--- config.mk ---
export PLATFORM = sky130hd
export DESIGN_NAME = scr_lane_gen
export DESIGN_NICKNAME = d
export VERILOG_FILES = /design/src/rtl/scr_lane_gen.sv
export SDC_FILE = /design/constraint.sdc
export NUM_CORES = 1
export LEC_CHECK = 0
export ABC_AREA = 1
export BUFFER_PORTS_ARGS = -buffer_cell sky130_fd_sc_hd__buf_4
export CAP_MARGIN = 5
export CORE_UTILIZATION = 49
export CTS_CLUSTER_SIZE = 28
export DETAILED_ROUTE_END_ITERATION = 16
export GPL_TIMING_DRIVEN = 1
export PLACE_DENSITY = 0.82
export SYNTH_ARGS = -nofsm -noshare
export SYNTH_HDL_FRONTEND = slang
export SYNTH_SLANG_ARGS = --single-unit
--- constraint.sdc ---
create_clock -name clk -period 2.07 [get_ports clk]
set_clock_uncertainty 0.15 [all_clocks]
set_input_delay 0.1035 -clock clk [delete_from_list [all_inputs] [get_ports clk]]
set_output_delay 0.1035 -clock clk [all_outputs]
set_load 0.03 [all_outputs]
--- src/rtl/scr_lane_gen.sv ---
// 100BASE-T1 PCS side-stream scrambler: NUM_LANES Sdn symbols per word,
// delayed tx_enable, registered outputs and zero-state lockup recovery.
module scr_lane_gen #(
    parameter int          NUM_LANES    = 1,
    parameter int          EN_LEAD      = 3,
    parameter logic [32:0] DEFAULT_SEED = 33'h1_0000_0001
) (
    input  logic                   clk,
    input  logic                   rst_n,
    input  logic                   load,
    input  logic [32:0]            seed,
    input  logic                   valid,
    input  logic                   master_slave_sw,
    input  logic [1:0]             tx_mode,
    input  logic                   tx_enable,
    input  logic                   loc_rcvr_status,
    input  logic [3*NUM_LANES-1:0] tx_data,
    input  logic                   lockup_clr,
    output logic [3*NUM_LANES-1:0] sdn,
    output logic [NUM_LANES-1:0]   sxn,
    output logic                   out_valid,
    output logic                   lockup_err
);

    localparam int DW = 3 * NUM_LANES;

    function automatic logic [32:0] step(input logic [32:0] s,
                                         input logic sl);
        return {s[31:0], s[32] ^ (sl ? s[19] : s[12])};
    endfunction

    logic [32:0]    lfsr;
    logic [32:0]    st;
    logic [32:0]    lfsr_adv;
    logic [DW-1:0]  sdn_nx;
    logic [NUM_LANES-1:0] sxn_nx;
    logic [2:0]     syn;
    logic [2:0]     scn;
    logic           en_d;
    logic           lock;
    logic           adv;
    logic           set_err;

    if (EN_LEAD == 0) begin : g_nodly
        assign en_d = tx_enable;
    end else begin : g_dly
        logic [EN_LEAD-1:0] dl;
        always_ff @(posedge clk or negedge rst_n) begin
            if (!rst_n) dl <= '0;
            else        dl <= (dl << 1) | EN_LEAD'(tx_enable);
        end
        assign en_d = dl[EN_LEAD-1];
    end

    // Walk the LFSR once per lane; the final state is the next register value.
    always_comb begin
        st     = lfsr;
        syn    = '0;
        scn    = '0;
        sdn_nx = '0;
        sxn_nx = '0;
        for (int k = 0; k < NUM_LANES; k++) begin
            syn = {st[6] ^ st[16], st[3] ^ st[8], st[0]};
            scn = (tx_mode == 2'd0) ? 3'b000 : syn;
            sxn_nx[k] = st[7] ^ st[9] ^ st[12] ^ st[14];
            if (en_d)
                sdn_nx[3*k +: 3] = scn ^ tx_data[3*k +: 3];
            else
                sdn_nx[3*k +: 3] = {scn[2] ^ loc_rcvr_status, scn[1:0]};
            st = step(st, master_slave_sw);
        end
        lfsr_adv = st;
    end

    assign lock    = (lfsr == '0);
    assign adv     = valid && !load && !lock;
    assign set_err = load ? (seed == '0) : lock;

    always_ff @(posedge clk or negedge rst_n) begin
        if (!rst_n) begin
            lfsr       <= DEFAULT_SEED;
            sdn        <= '0;
            sxn        <= '0;
            out_valid  <= 1'b0;
            lockup_err <= 1'b0;
        end else begin
            if (load)
                lfsr <= (seed == '0) ? DEFAULT_SEED : seed;
            else if (lock)
                lfsr <= DEFAULT_SEED;
            else if (valid)
                lfsr <= lfsr_adv;
            out_valid <= adv;
            if (adv) begin
                sdn <= sdn_nx;
                sxn <= sxn_nx;
            end
            if (set_err)
                lockup_err <= 1'b1;
            else if (lockup_clr)
                lockup_err <= 1'b0;
        end
    end

endmodule

==> metrics.txt <==
# TYPE chip_impl_metric gauge
chip_impl_info{name="run_status",value="finished with violations"} 1
chip_impl_info{name="violations",value="hold timing"} 1
chip_impl_metric{name="report.final.setup_viol",unit=""} 0
chip_impl_metric{name="hold_ws",unit="ns"} -0.00413
chip_impl_metric{name="ys_types",unit=""} 20
chip_impl_metric{name="crit_path_max_incr_delay",unit="ns"} 0.39
chip_impl_metric{name="synth-adder-area-share",unit="%"} 0
chip_impl_metric{name="remaining_drc_errors",unit=""} 0
chip_impl_metric{name="first_pass_iters",unit=""} 6
chip_impl_metric{name="max_freq",unit="MHz"} 570
chip_impl_info{name="synth_top_flop_cell",value="dfrtp_1"} 1
chip_impl_metric{name="multi_input_comb_area",unit="µm²"} 1040
chip_impl_metric{name="intPower",unit="W"} 0.00139
chip_impl_metric{name="timing.reg2reg.setup_slack",unit="ns"} 0.31
chip_impl_metric{name="synth_top_area_share",unit="%"} 43.1
chip_impl_metric{name="die_width",unit="µm"} 70.8
chip_impl_metric{name="routed_wirelength",unit="mm"} 5.32
chip_impl_metric{name="globalRouteTotalUtil",unit="%"} 23.1
chip_impl_metric{name="dp_cells",unit=""} 423
chip_impl_info{name="crit_path_end_kind",value="flop"} 1
chip_impl_info{name="synth_top_cell_by_area",value="dfrtp_1"} 1
chip_impl_metric{name="routabilityCongestion",unit=""} 0.809
chip_impl_metric{name="cts_made_buffers",unit=""} 5
chip_impl_metric{name="synth-async-reset-ratio",unit="%"} 100
chip_impl_metric{name="post_route_cells_drive_above_1_share",unit="%"} 17.0
chip_impl_metric{name="floorplan.rows",unit=""} 24
chip_impl_metric{name="layoutNonFillerInstCount",unit=""} 453
chip_impl_info{name="post-synth-top-count-cell",value="nand2_1"} 1
chip_impl_info{name="hp-class",value="input pin to flop"} 1
chip_impl_metric{name="crit_arrival",unit="ns"} 1.81
chip_impl_info{name="clock_tree_from_tritoncts",value="built"} 1
chip_impl_metric{name="seq_area_frac_synth",unit="%"} 45.4
chip_impl_metric{name="synth-simple-area-share",unit="%"} 29.1
chip_impl_metric{name="clock_pin_slew_on_the_worst_setup_and_hold_paths",unit="ns"} 0.09
chip_impl_metric{name="timing_max_transition_violations_final",unit=""} 0
chip_impl_metric{name="grt_first_pass_wirelength",unit="mm"} 9.14
chip_impl_info{name="largest_family_of_logic_cells_by_synthesized_area",value="simple AND/OR/NAND/NOR gates"} 1
chip_impl_metric{name="initial_drc_count",unit=""} 170
chip_impl_metric{name="cts.repair.resized",unit=""} 0
chip_impl_metric{name="antenna_cells",unit=""} 0
chip_impl_info{name="leading_post_synthesis_cells_by_cell_area",value="dfrtp_1 43%, nand2_1 18%, o21ai_0 12%"} 1
chip_impl_metric{name="synth_compound_gate_area_share",unit="%"} 13.4
chip_impl_metric{name="synthXorXnorAreaFrac",unit="%"} 2.27
chip_impl_metric{name="synth_fp_nets",unit=""} 378
chip_impl_info{name="synth_commonest_cells",value="110 x nand2_1, 56 x o21ai_0, 40 x dfrtp_1"} 1
chip_impl_metric{name="max_cap_viol_count",unit=""} 0
chip_impl_metric{name="initial_antenna_violation_count",unit=""} 0
chip_impl_metric{name="dieArea",unit="µm²"} 5010
chip_impl_info{name="critical_path.cell_chain",value="inv_1, nand2_1, nor2_1, nand2_1, nor2_1, nand3_2, nand2_2, buf_12, nand2_1, o21ai_0"} 1
chip_impl_metric{name="ff_latch_area",unit="µm²"} 1050
chip_impl_metric{name="p_switching",unit="W"} 0.000647
chip_impl_info{name="rsz0062_at_grt",value="false"} 1
chip_impl_metric{name="vias",unit=""} 2301
chip_impl_metric{name="final_hold_viol_count",unit=""} 2
chip_impl_metric{name="port_buffers",unit=""} 51
chip_impl_metric{name="clock_path_buffers",unit=""} 2
chip_impl_metric{name="sequentialPowerShare",unit="%"} 47.9
chip_impl_metric{name="max-slew-margin-rel",unit="%"} 64.4
chip_impl_info{name="clk_root_buffer_cell",value="clkbuf_8"} 1
chip_impl_metric{name="grt_overflow",unit=""} 0
chip_impl_info{name="slowest_stage",value="dfrtp_1"} 1
chip_impl_metric{name="ios",unit=""} 52
chip_impl_metric{name="syn_area",unit="µm²"} 2320
chip_impl_metric{name="synth_edf_count",unit=""} 0
chip_impl_metric{name="finalNetCount",unit=""} 446
chip_impl_metric{name="numClockSinks",unit=""} 42
chip_impl_metric{name="ir_drop",unit="µV"} 399
chip_impl_info{name="element_type_at_the_critical_path_start",value="flop"} 1
chip_impl_info{name="timing.hold.worst.start",value="seed[12]"} 1
chip_impl_metric{name="antenna_violating_nets_post_route",unit=""} 0
chip_impl_metric{name="synth.area.mux_share",unit="%"} 0
chip_impl_metric{name="grt_max_degree",unit=""} 61
chip_impl_metric{name="p_clk_share",unit="%"} 26.4
chip_impl_metric{name="postLayoutCoreUtil",unit="%"} 68.3
chip_impl_metric{name="fin_tns_setup",unit="ns"} 0
chip_impl_metric{name="power_density",unit="nW/µm²"} 671
chip_impl_metric{name="starting_density_of_the_core",unit="%"} 52.2
chip_impl_metric{name="cts-htree-levels",unit=""} 2
chip_impl_metric{name="detail_route.vias_per_cell",unit=""} 5.08
chip_impl_info{name="critPathMostFrequentCell",value="nand2_1"} 1
chip_impl_metric{name="post_synthesis_cell_count",unit=""} 332
chip_impl_metric{name="timing.final.crit_share",unit="%"} 84.8
chip_impl_metric{name="filler_cell_count",unit=""} 392
chip_impl_metric{name="synth.yosys.warnings",unit=""} 0
chip_impl_info{name="r2r_start",value="lfsr[8]"} 1
chip_impl_metric{name="worst-endpoint-required",unit="ns"} 2.12
chip_impl_info{name="reg2reg_to",value="lfsr[13]"} 1
chip_impl_metric{name="path_max_fanout",unit=""} 60
chip_impl_metric{name="floorplan.core_area",unit="µm²"} 4440
chip_impl_metric{name="ys_seq_elements",unit=""} 42
chip_impl_metric{name="clk_latency",unit="ns"} 0.30
chip_impl_metric{name="dp.final_hpwl",unit="mm"} 3.77
chip_impl_metric{name="holdPathStages",unit=""} 5
chip_impl_metric{name="p_comb_share",unit="%"} 25.7
chip_impl_metric{name="final.min_clock_period",unit="ns"} 1.76
chip_impl_metric{name="die_height",unit="µm"} 70.8
chip_impl_metric{name="power.switching_fraction",unit="%"} 31.8
chip_impl_metric{name="r2r_cells",unit=""} 10
chip_impl_metric{name="first_global_vias",unit=""} 2160
chip_impl_metric{name="power_leakage",unit="nW"} 1.55
chip_impl_metric{name="syn_area_per_cell",unit="µm²"} 6.99
chip_impl_info{name="hold_path_end",value="lfsr[12]"} 1
chip_impl_info{name="worst-setup-path-type",value="flop to flop"} 1
chip_impl_metric{name="areaGrowthSynthToFinish",unit="%"} 30.9
chip_impl_metric{name="route.detailed.wl_per_inst",unit="µm"} 11.7
chip_impl_metric{name="worstMarginPinSlew",unit="ns"} 0.534
-- placed cells by master (no fill, tap or decap), types with 2 or more instances in the layout --
cell type and n:
nand2_1 110, o21ai_0 56, buf_4 53, dfrtp_1 40, inv_1 39, nor2_1 33, dlygate4sd3_1 22, nand3_1 12
nand4_1 8, o21ai_1 6, clkbuf_8 5, xor2_1 3, xnor2_1 3, dfstp_2 2
-- worst max-delay path by stage --
stage                     cells after the start  slack, ns        to    start
final                                        10       0.31  lfsr[13]  lfsr[8]
after global routing                         10       0.15  lfsr[18]  lfsr[8]
after CTS                                    10       0.31  lfsr[13]  lfsr[9]
after detailed placement                     10       0.33  lfsr[13]  lfsr[9]
after global placement                        9       0.41  lfsr[20]  lfsr[8]
after floorplan                               9       0.63  lfsr[16]  lfsr[9]
-- critical path: cells and delay by family (launching register included) --
kind                   cells  cell delay (ns)
AO/OA/AOI/OAI              1             0.11
AND/OR/NAND/NOR            7             0.66
buffers and inverters      2             0.34
flip-flops                 1             0.39
-- power by group through the flow --
stage	sequential [W]	clock, W	combinational [W]
2_1_floorplan	0.00103	0	0.000267
3_3_place_gp	0.000988	0	0.000478
3_5_place_dp	0.000993	0	0.000492
4_1_cts	0.000977	0.000542	0.000527
5_1_grt	0.000988	0.000581	0.000594
6_report	0.000976	0.000537	0.000524
-- per-layer routing --
layer  track usage [%]  share of wire (%)
met4              8.67                2.3
met3              4.42                3.9
met2              39.0                 49
met1              29.5                 45
met5                 0                  0
-- per-stage QoR --
| step | power (W) | hold WS (ns) | setup slack, ns | instance area (µm²) |
|---|---|---|---|---|
| 2_1_floorplan | 0.00129 | -0.342 | 0.627 | 2320 |
| 3_3_place_gp | 0.00147 | -0.0319 | 0.414 | 2730 |
| 3_5_place_dp | 0.00148 | -0.0273 | 0.334 | 2730 |
| 4_1_cts | 0.00205 | 0.00116 | 0.311 | 3040 |
| 5_1_grt | 0.00216 | 0.0196 | 0.153 | 3040 |
| 6_report | 0.00204 | -0.00413 | 0.315 | 3040 |
-- logic make-up after synthesis --
| kind of cell | Yosys count |
|---|---|
| AOI/OAI and AO/OA | 62 |
| DFF | 42 |
| xor gates and xnor gates | 6 |
| buffers and inverters | 55 |
| and+or+nand+nor | 167 |
-- flip-flops by register name, indices dropped and copies added, names as in the netlist --
| register | flops |
|---|---|
| lockup_err | 1 |
| out_valid | 1 |
| g_dly.dl | 3 |
| lfsr | 33 |
| sxn | 1 |
| sdn | 3 |
-- layout make-up --
type	count	share of cell area (%)
sequential	42	34.7
clock buffer	5	2.27
tap	52	2.14
clock inverter	3	0.701
timing repair buffer	76	21.0
multi-input combinational	235	34.2
inverter	40	4.95
-- what timing repair did --
action / in CTS / in global routing
setup buffers: 0 / 0
endpoints found under the hold margin: 64 / 0
hold buffers: 22 / 0
Power figures use the tool's default switching activity.
